[src/rtl/pong_match_controller.sv]
// Pong match sequencer: synchronises the two keys, times the serve and point
// holds, counts points from miss pulses and declares the winner. Every output is a register.
module pong_match_controller #(
   parameter int WIN_SCORE         = 9,
   parameter int SERVE_DELAY_TICKS = 60,
   parameter int POINT_HOLD_TICKS  = 30
) (
   input  logic       CLOCK_25,
   input  logic       RESET_N,
   input  logic       frame_tick,
   input  logic       key_pause_n,
   input  logic       key_continue_n,
   input  logic       miss_p1,
   input  logic       miss_p2,
   output logic       run,
   output logic       ball_reset,
   output logic       serve_left,
   output logic [3:0] score_p1,
   output logic [3:0] score_p2,
   output logic [2:0] winner_color,
   output logic [2:0] state
);

   typedef enum logic [2:0] {
      S_IDLE      = 3'd0,
      S_SERVE     = 3'd1,
      S_PLAY      = 3'd2,
      S_PAUSED    = 3'd3,
      S_POINT     = 3'd4,
      S_GAME_OVER = 3'd5
   } state_t;

   localparam logic [3:0] WIN        = 4'(WIN_SCORE);
   localparam logic [7:0] SERVE_LOAD = 8'(SERVE_DELAY_TICKS);
   localparam logic [7:0] HOLD_LOAD  = 8'(POINT_HOLD_TICKS);

   state_t     state_q, state_d;
   logic [7:0] cnt_q, cnt_d;
   logic [3:0] p1_d, p2_d;
   logic [2:0] winner_d;
   logic       serve_left_d, ball_reset_d;

   logic [1:0] pause_sync, cont_sync;
   logic       pause_hist, cont_hist;
   logic       pause_press, cont_press;

   // The press strobe is registered, so a key low before edge k acts at edge k+3.
   always_ff @(posedge CLOCK_25 or negedge RESET_N) begin
      if (!RESET_N) begin
         pause_sync  <= 2'b11;
         cont_sync   <= 2'b11;
         pause_hist  <= 1'b1;
         cont_hist   <= 1'b1;
         pause_press <= 1'b0;
         cont_press  <= 1'b0;
      end else begin
         // NOTE: non-blocking assignments let every flop sample the pre-edge value.
         pause_sync  <= {pause_sync[0], key_pause_n};
         cont_sync   <= {cont_sync[0], key_continue_n};
         pause_hist  <= pause_sync[1];
         cont_hist   <= cont_sync[1];
         pause_press <= pause_hist & ~pause_sync[1];
         cont_press  <= cont_hist & ~cont_sync[1];
      end
   end

   always_ff @(posedge CLOCK_25 or negedge RESET_N) begin
      if (!RESET_N) begin
         state_q      <= S_IDLE;
         cnt_q        <= '0;
         score_p1     <= '0;
         score_p2     <= '0;
         winner_color <= '0;
         serve_left   <= 1'b0;
         ball_reset   <= 1'b0;
         run          <= 1'b0;
      end else begin
         state_q      <= state_d;
         cnt_q        <= cnt_d;
         score_p1     <= p1_d;
         score_p2     <= p2_d;
         winner_color <= winner_d;
         serve_left   <= serve_left_d;
         ball_reset   <= ball_reset_d;
         run          <= (state_d == S_PLAY);
      end
   end

   assign state = state_q;

   always_comb begin
      // NOTE: every target gets a default first, so no path can infer a latch.
      state_d      = state_q;
      cnt_d        = cnt_q;
      p1_d         = score_p1;
      p2_d         = score_p2;
      winner_d     = winner_color;
      serve_left_d = serve_left;
      ball_reset_d = 1'b0;
      case (state_q)
         S_IDLE: begin
            if (cont_press) begin
               state_d      = S_SERVE;
               p1_d         = '0;
               p2_d         = '0;
               winner_d     = '0;
               cnt_d        = SERVE_LOAD;
               ball_reset_d = 1'b1;
            end
         end
         S_SERVE: begin
            if (frame_tick) begin
               if (cnt_q == 8'd1) state_d = S_PLAY;
               else               cnt_d   = cnt_q - 8'd1;
            end
         end
         S_PLAY: begin
            if (miss_p1 || miss_p2) begin
               state_d = S_POINT;
               cnt_d   = HOLD_LOAD;
               if (miss_p1 && !miss_p2) begin
                  p2_d         = score_p2 + 4'd1;
                  serve_left_d = 1'b1;
               end else if (miss_p2 && !miss_p1) begin
                  p1_d         = score_p1 + 4'd1;
                  serve_left_d = 1'b0;
               end
            end else if (pause_press) begin
               state_d = S_PAUSED;
            end
         end
         S_PAUSED: begin
            if (cont_press) state_d = S_PLAY;
         end
         S_POINT: begin
            if (frame_tick) begin
               if (cnt_q == 8'd1) begin
                  if (score_p1 == WIN) begin
                     winner_d = 3'b001;
                     state_d  = S_GAME_OVER;
                  end else if (score_p2 == WIN) begin
                     winner_d = 3'b100;
                     state_d  = S_GAME_OVER;
                  end else begin
                     cnt_d        = SERVE_LOAD;
                     ball_reset_d = 1'b1;
                     state_d      = S_SERVE;
                  end
               end else begin
                  cnt_d = cnt_q - 8'd1;
               end
            end
         end
         S_GAME_OVER: begin
            if (cont_press) state_d = S_IDLE;
         end
         default: state_d = S_IDLE;
      endcase
   end

endmodule
[config.mk]
export PLATFORM = sky130hd
export DESIGN_NAME = pong_match_controller
export DESIGN_NICKNAME = d
export VERILOG_FILES = /design/src/rtl/pong_match_controller.sv
export SDC_FILE = /design/constraint.sdc
export NUM_CORES = 1
export LEC_CHECK = 0
export ABC_AREA = 1
export CAP_MARGIN = 20
export CORE_ASPECT_RATIO = 1.75
export CORE_MARGIN = 2
export CORE_UTILIZATION = 50
export CTS_CLUSTER_DIAMETER = 150
export CTS_CLUSTER_SIZE = 8
export DETAILED_ROUTE_END_ITERATION = 12
export DONT_BUFFER_PORTS = 1
export PLACE_DENSITY = 0.68
export SYNTH_ARGS = -nofsm -noshare
export SYNTH_HDL_FRONTEND = slang
export SYNTH_SLANG_ARGS = --single-unit
export TNS_END_PERCENT = 100
[constraint.sdc]
create_clock -name CLOCK_25 -period 1.5 [get_ports CLOCK_25]
set_input_delay 0.3 -clock CLOCK_25 [delete_from_list [all_inputs] [get_ports CLOCK_25]]
set_output_delay 0.3 -clock CLOCK_25 [all_outputs]
set_load 0.1 [all_outputs]
; Yosys cells after proc, flatten, opt, wreduce, memory -nomap -nowiden
; Cells that the tools add are included.
[word_totals]
ff_bits = 33
input_bits = 7
output_inout_bits = 17
word_cells = 100
[op_classes]
n_mux = 43
add_sub_neg = 3
bitwise = 4
reduce_logical = 15
eq_ne = 21
[op_table]
columns = op, n
row1 = 8-bit two-way mux, 8
row2 = 3-bit two-way mux, 16
row3 = 8-bit one-hot mux with 4 select lines, 1
row4 = 4-bit two-way mux, 6
row5 = 2-bit inequality test (second input constant), 9
row6 = 3-bit one-hot mux with 6 select lines, 1
row7 = 4-bit one-hot mux with 2 select lines, 2
row8 = 5-bit AND reduction, 2
row9 = 3-bit by 2-bit equality test with 1-bit output (second input constant), 3
row10 = 3-bit inequality test (second input constant), 3
row11 = 4-bit by 1-bit adder with 4-bit output (second input constant), 2
row12 = 4-bit equality test (second input constant), 2
row13 = 8-bit by 1-bit equality test with 1-bit output (second input constant), 1
row14 = 8-bit AND reduction, 1
row15 = 8-bit by 1-bit subtractor with 8-bit output (second input constant), 1
row16 = 1-bit two-way mux, 7
row17 = 3-bit equality test (second input constant), 2
row18 = 3-bit one-hot mux with 2 select lines, 1
row19 = 2-bit nonzero test, 3
row20 = 4-bit AND reduction, 1
row21 = 4-bit nonzero test, 1
row22 = 3-bit by 1-bit equality test with 1-bit output (second input constant), 1
row23 = 3-bit zero test, 1
row24 = 3-bit AND reduction, 1
row25 = 6 further kinds, 10

; Depth between registers and ports, before layout
[depth]
depth_word = 7
depth_mapped = 10
depth_no_buf = 10

; Worst setup path after synthesis
; OpenSTA, ideal clock, no wires.
[synth_path]
path_kind = reg-to-reg
from = register state_q[2], in the netlist state[2]
to = register cnt_q[2]
path_stages_with_launch = 10
t_required_ns = 1.384
path_slack_ns = -0.572
n_path_buf = 0
arrival_time_ns = 1.955
synth_period_minus_slack_ns = 2.072
setup_time_ns = 0.116
path_cell_list = dfrtp_1 > inv_2 > nand4_1 > nand2_2 > inv_4 > nand2_2 > nor2_4 > nand2_4 > nand2_1 > nand2_1
[synth_via]
elab_chain_cells = 3
elab_cells_between_ends = 14
cone_classes = eq/ne (10) / mux (1) / reduce/logical (3)
[synth_rtl]
columns = element, line_no
row1 = from (decl), 37  ; state_t state_q, state_d;
row2 = from (signal assigned), 78  ; state_q <= state_d;
row3 = 3-bit equality test (tied with other cells), 100  ; case (state_q)
row4 = 3-bit inequality test (no line) (tied with other cells), --
row5 = 8-bit AND reduction (no line), --
row6 = to (signal assigned), 79  ; cnt_q <= cnt_d;
row7 = to (decl), 38  ; logic [7:0] cnt_q, cnt_d;
; Parallel ways exist; a longest one is shown, timed or not.
; A chain may end at the register's enable or synchronous reset.

; Final worst setup path
[layout_path]
from = register state_q[2], in the netlist state[2]
to = output port state[2]
[layout_lines]
columns = element, line_no
row1 = to (decl), 21  ; output logic [2:0] state
; No word-level cell between the ends.

==> out/qor.log <==
qor: run_status.status finished, final reports clean
qor: yosys.post_synth_edffs 0
qor: hold_path.min_delay_path_depth 2
qor: layout.areaGrowthSynthToFinish 30.0%
qor: pwr.p_int 2.36 mW
qor: sta.maxSlewViolCount 0
qor: worst_setup_path.r2r_setup_slack 0.04 ns
qor: layout.final_core_util 66.4%
qor: worst_setup_path.path_buf_inv 2
qor: detailed_routing.final_routed_wirelength 4.33 mm
qor: global_route.number_of_antenna_violations_at_the_first_check_in_global_routing 0
qor: sta.max_freq 0.683 GHz
qor: floorplan.core.rowCount 30
qor: global_route.groute.usage.overall 22.0%
qor: pwr.power.total 4.47 mW
qor: yosys.synth_top_cell_by_area sky130_fd_sc_hd__dfrtp_1
qor: job.count_of_maximum_capacitance_violations 0
qor: global_route.globalRouteOverflowTotal 0
qor: yosys.post_synth_most_frequent_cells sky130_fd_sc_hd__nand2_1, sky130_fd_sc_hd__inv_1, sky130_fd_sc_hd__dfrtp_1
qor: yosys.avgSynthCellArea 8.32 sq um
qor: layout.diodes 0
qor: yosys.synth_most_common_cell sky130_fd_sc_hd__nand2_1
qor: pwr.power.density 1760 mW/mm^2
qor: floorplan.fp.coreArea 0.00383 sq mm
qor: global_route.grt_pass1_vias 1577
qor: yosys.synth_cells 235
qor: hold_path.worstHoldStart frame_tick
qor: sta.fin_worst_skew 0.00701 ns
qor: pwr.power.share.combinational 58.7%
qor: worst_setup_path.path_max_fanout 4
qor: floorplan.start_util 51.0%
qor: worst_setup_path.crit-reg2reg-capture cnt_q[5]
qor: placed_design.gp_congestion 0.864
qor: cts.max-clock-path-buffers 2
qor: sta.setup_failing_eps_final 0
qor: detailed_routing.vias 1634
qor: yosys.synth_top_cells_by_area sky130_fd_sc_hd__dfrtp_1, sky130_fd_sc_hd__nand2_1, sky130_fd_sc_hd__dfstp_2, sky130_fd_sc_hd__nand3_1, sky130_fd_sc_hd__ha_1
qor: cts.clk-insertion-delay-late 0.29 ns
qor: yosys.synth_flop_cell sky130_fd_sc_hd__dfrtp_1
qor: sta.post-route-min-period 1.46 ns
qor: cts.numClockSinks 32
qor: layout.n_fill_cell 343
qor: worst_setup_path.critPathSlowestCell sky130_fd_sc_hd__dfrtp_4
qor: worst_setup_path.path_cells buf_4 > buf_12
qor: pwr.netSwitchingFraction 47.3%
qor: detailed_routing.vias_per_cell 4.95
qor: worst_setup_path.cp-end-kind output port
qor: sta.grt_setup_unrepaired yes
qor: worst_setup_path.r2r_start state[2]
qor: cts.cts_buffers 5
qor: worst_setup_path.critical_path.startpoint state[2]
qor: yosys.ys.warnings.count 0
qor: floorplan.pin_count 24
qor: pwr.seq_power_share 27.2%
qor: pwr.power_switching 2.12 mW
qor: yosys.share_of_synthesized_flip_flops_with_an_asynchronous_set_or_reset 100%
qor: yosys.net_count_synth 251
qor: yosys.yosys.cell_types.count 30
qor: yosys.postSynthRegisterBits 32
qor: pwr.clock_power_share 14.2%
qor: cts.tritoncts_clock_tree built
qor: worst_setup_path.worst-endpoint-required 1.20 ns
qor: global_route.grt_first_pass_wirelength 6.96 mm
qor: placed_design.io_buffers 0
qor: worst_setup_path.r2r_cells 6
qor: pwr.total_leakage_power 1.28 nW
qor: floorplan.dieArea 0.00444 sq mm
qor: cts.cts.reportedPaths.clkPinSlew 0.07 ns
qor: hold_path.min-delay-path-class in -> reg
qor: worst_setup_path.setup.worst_path.start_class flop
qor: cts.cts.htree.levels 2
qor: cts.cts_root_buf sky130_fd_sc_hd__clkbuf_8
qor: yosys.synth_top_cell_area_share 33.3%
qor: yosys.syn_area 0.00195 sq mm
qor: sta.post-route-period-util 97.6%
qor: hold_path.hold_end ball_reset
qor: pwr.worst_ir_drop_vdd 1.24 mV
qor: detailed_routing.post_route_antenna_net_violation_count 0
qor: layout.layout.area.seq 840 sq um
qor: worst_setup_path.worst-setup-path-type reg -> out
qor: floorplan.die_height 86.7 um
qor: placed_design.detailedPlacementHpwl 3.28 mm
qor: detailed_routing.detail_route.first_pass.iterations 4
qor: sta.hold_violations 0
qor: yosys.seq_total_area_yosys 41.4%
qor: worst_setup_path.cpLargestDelayFamily flip-flops
qor: layout.nets 297
qor: detailed_routing.detail_route.drc_violations 0
qor: global_route.grt_max_degree 33
qor: detailed_routing.first_iter_violations 30
qor: worst_setup_path.maximum_cell_stage_delay_along_the_critical_path 0.54 ns
qor: worst_setup_path.cp.arrival 1.16 ns
qor: layout.multi_input_area 0.00107 sq mm
qor: floorplan.dieWidth 51.3 um
qor: layout.layout-drive-gt1-share 41.1%
qor: detailed_routing.drt-wirelength-per-cell 13.1 um
worst register-to-register path, stage by stage, from the launching register on:
cell	delay [ns]
sky130_fd_sc_hd__dfrtp_4	0.54
sky130_fd_sc_hd__maj3_2	0.37
sky130_fd_sc_hd__inv_2	0.08
sky130_fd_sc_hd__nand3_4	0.07
sky130_fd_sc_hd__nor2_4	0.19
sky130_fd_sc_hd__nand2_1	0.09
sky130_fd_sc_hd__nand2_1	0.06
sequential cells by signal, summed over array words and instances (netlist names), 2 cells and up:
name          cells
pause_sync        2
winner_color      2
cnt_q             8
score_p2          4
score_p1          4
state             3
cont_sync         2
power groups by stage:
stage	Sequential, mW	Combinational [mW]	Clock [mW]
6_report	1.22	2.63	0.634
3_5_place_dp	1.23	2.36	0
4_1_cts	1.21	2.41	0.668
2_1_floorplan	1.56	1.42	0
5_1_grt	1.24	2.88	0.694
3_3_place_gp	1.22	2.33	0
final cells by class:
type	instances	area share [%]
clock buffers	7	3.00
clock inverters	1	0.197
inverters	37	6.06
multi-input cells	165	42.2
flip-flops and latches	32	33.0
well taps	48	2.36
repair buffers	40	13.1
how the worst max path moves through the flow:
stage          cells past startpoint  slack, ns              end
6_report                           2       0.04         state[2]
5_1_grt                            8      -0.03              run
4_1_cts                           10      0.006         cnt_q[3]
3_5_place_dp                      10       0.02         cnt_q[7]
3_3_place_gp                       6       0.03  winner_color[2]
2_1_floorplan                      8      -0.03      score_p2[2]
kinds of logic (layout without fill, tap and decap cells):
logic type / count (synthesis) / count (layout) / share of synthesized area (%)
simple gates: 127 / 127 / 34.9
buf+inv: 38 / 85 / 7.88
flops: 32 / 32 / 41.4
compound gates: 20 / 20 / 6.15
fa+ha+maj: 10 / 10 / 6.34
xor+xnor: 6 / 6 / 2.69
other cells: 1 / 1 / 0.192
mux: 1 / 1 / 0.512
layer usage:
| metal | global-route usage, % | up-vias | wire length (um) |
|---|---|---|---|
| li1 | - | 829 | - |
| met1 | 21.6 | 772 | 1590 |
| met2 | 41.2 | 25 | 2500 |
| met3 | 5.00 | 8 | 119 |
| met4 | 11.2 | 0 | 118 |
| met5 | 0 | - | 0 |
metrics by stage:
step / hold slack (ns) / instances / TNS [ns] / worst slack [ns] / instance area [sq um]
finish: 0.172 / 330 / 0 / 0.0353 / 2540
global route: 0.179 / 330 / -0.214 / -0.0350 / 2540
CTS: 0.168 / 323 / 0 / 0.00571 / 2440
detailed placement: 0.00527 / 311 / 0 / 0.0214 / 2300
global placement: 0.00525 / 311 / 0 / 0.0333 / 2300
floorplan: 0.00441 / 235 / -0.0287 / -0.0283 / 2030
what timing repair did:
item,in CTS,in global routing
resized for setup,1,15
endpoints found under the setup margin,1,16
endpoints found under the hold margin,34,0
hold buffers,4,0
setup buffers,0,7
pin swaps,0,11
cells in the final DEF, fill, tap and decap left out, types with 2 or more instances in the layout:
cell type and n:
sky130_fd_sc_hd__xor2_1 5, sky130_fd_sc_hd__nand4_1 4, sky130_fd_sc_hd__inv_2 10, sky130_fd_sc_hd__nor2_1 12
sky130_fd_sc_hd__nand3_4 5, sky130_fd_sc_hd__dfrtp_4 7, sky130_fd_sc_hd__nand3_1 21, sky130_fd_sc_hd__nand2_2 11
sky130_fd_sc_hd__buf_4 35, sky130_fd_sc_hd__nand3_2 3, sky130_fd_sc_hd__dlygate4sd3_1 3, sky130_fd_sc_hd__ha_2 2
sky130_fd_sc_hd__nor2_2 3, sky130_fd_sc_hd__clkbuf_1 2, sky130_fd_sc_hd__inv_4 3, sky130_fd_sc_hd__buf_12 2
sky130_fd_sc_hd__nand2_1 55, sky130_fd_sc_hd__a21oi_1 2, sky130_fd_sc_hd__clkbuf_8 5, sky130_fd_sc_hd__ha_1 6
sky130_fd_sc_hd__nor2_4 4, sky130_fd_sc_hd__dfstp_2 6, sky130_fd_sc_hd__dfrtp_1 15, sky130_fd_sc_hd__dfrtp_2 4
sky130_fd_sc_hd__o21ai_0 7, sky130_fd_sc_hd__o21ai_1 6, sky130_fd_sc_hd__inv_1 23, sky130_fd_sc_hd__nand2_4 8
Note: power is estimated with default switching activity, not from simulation.
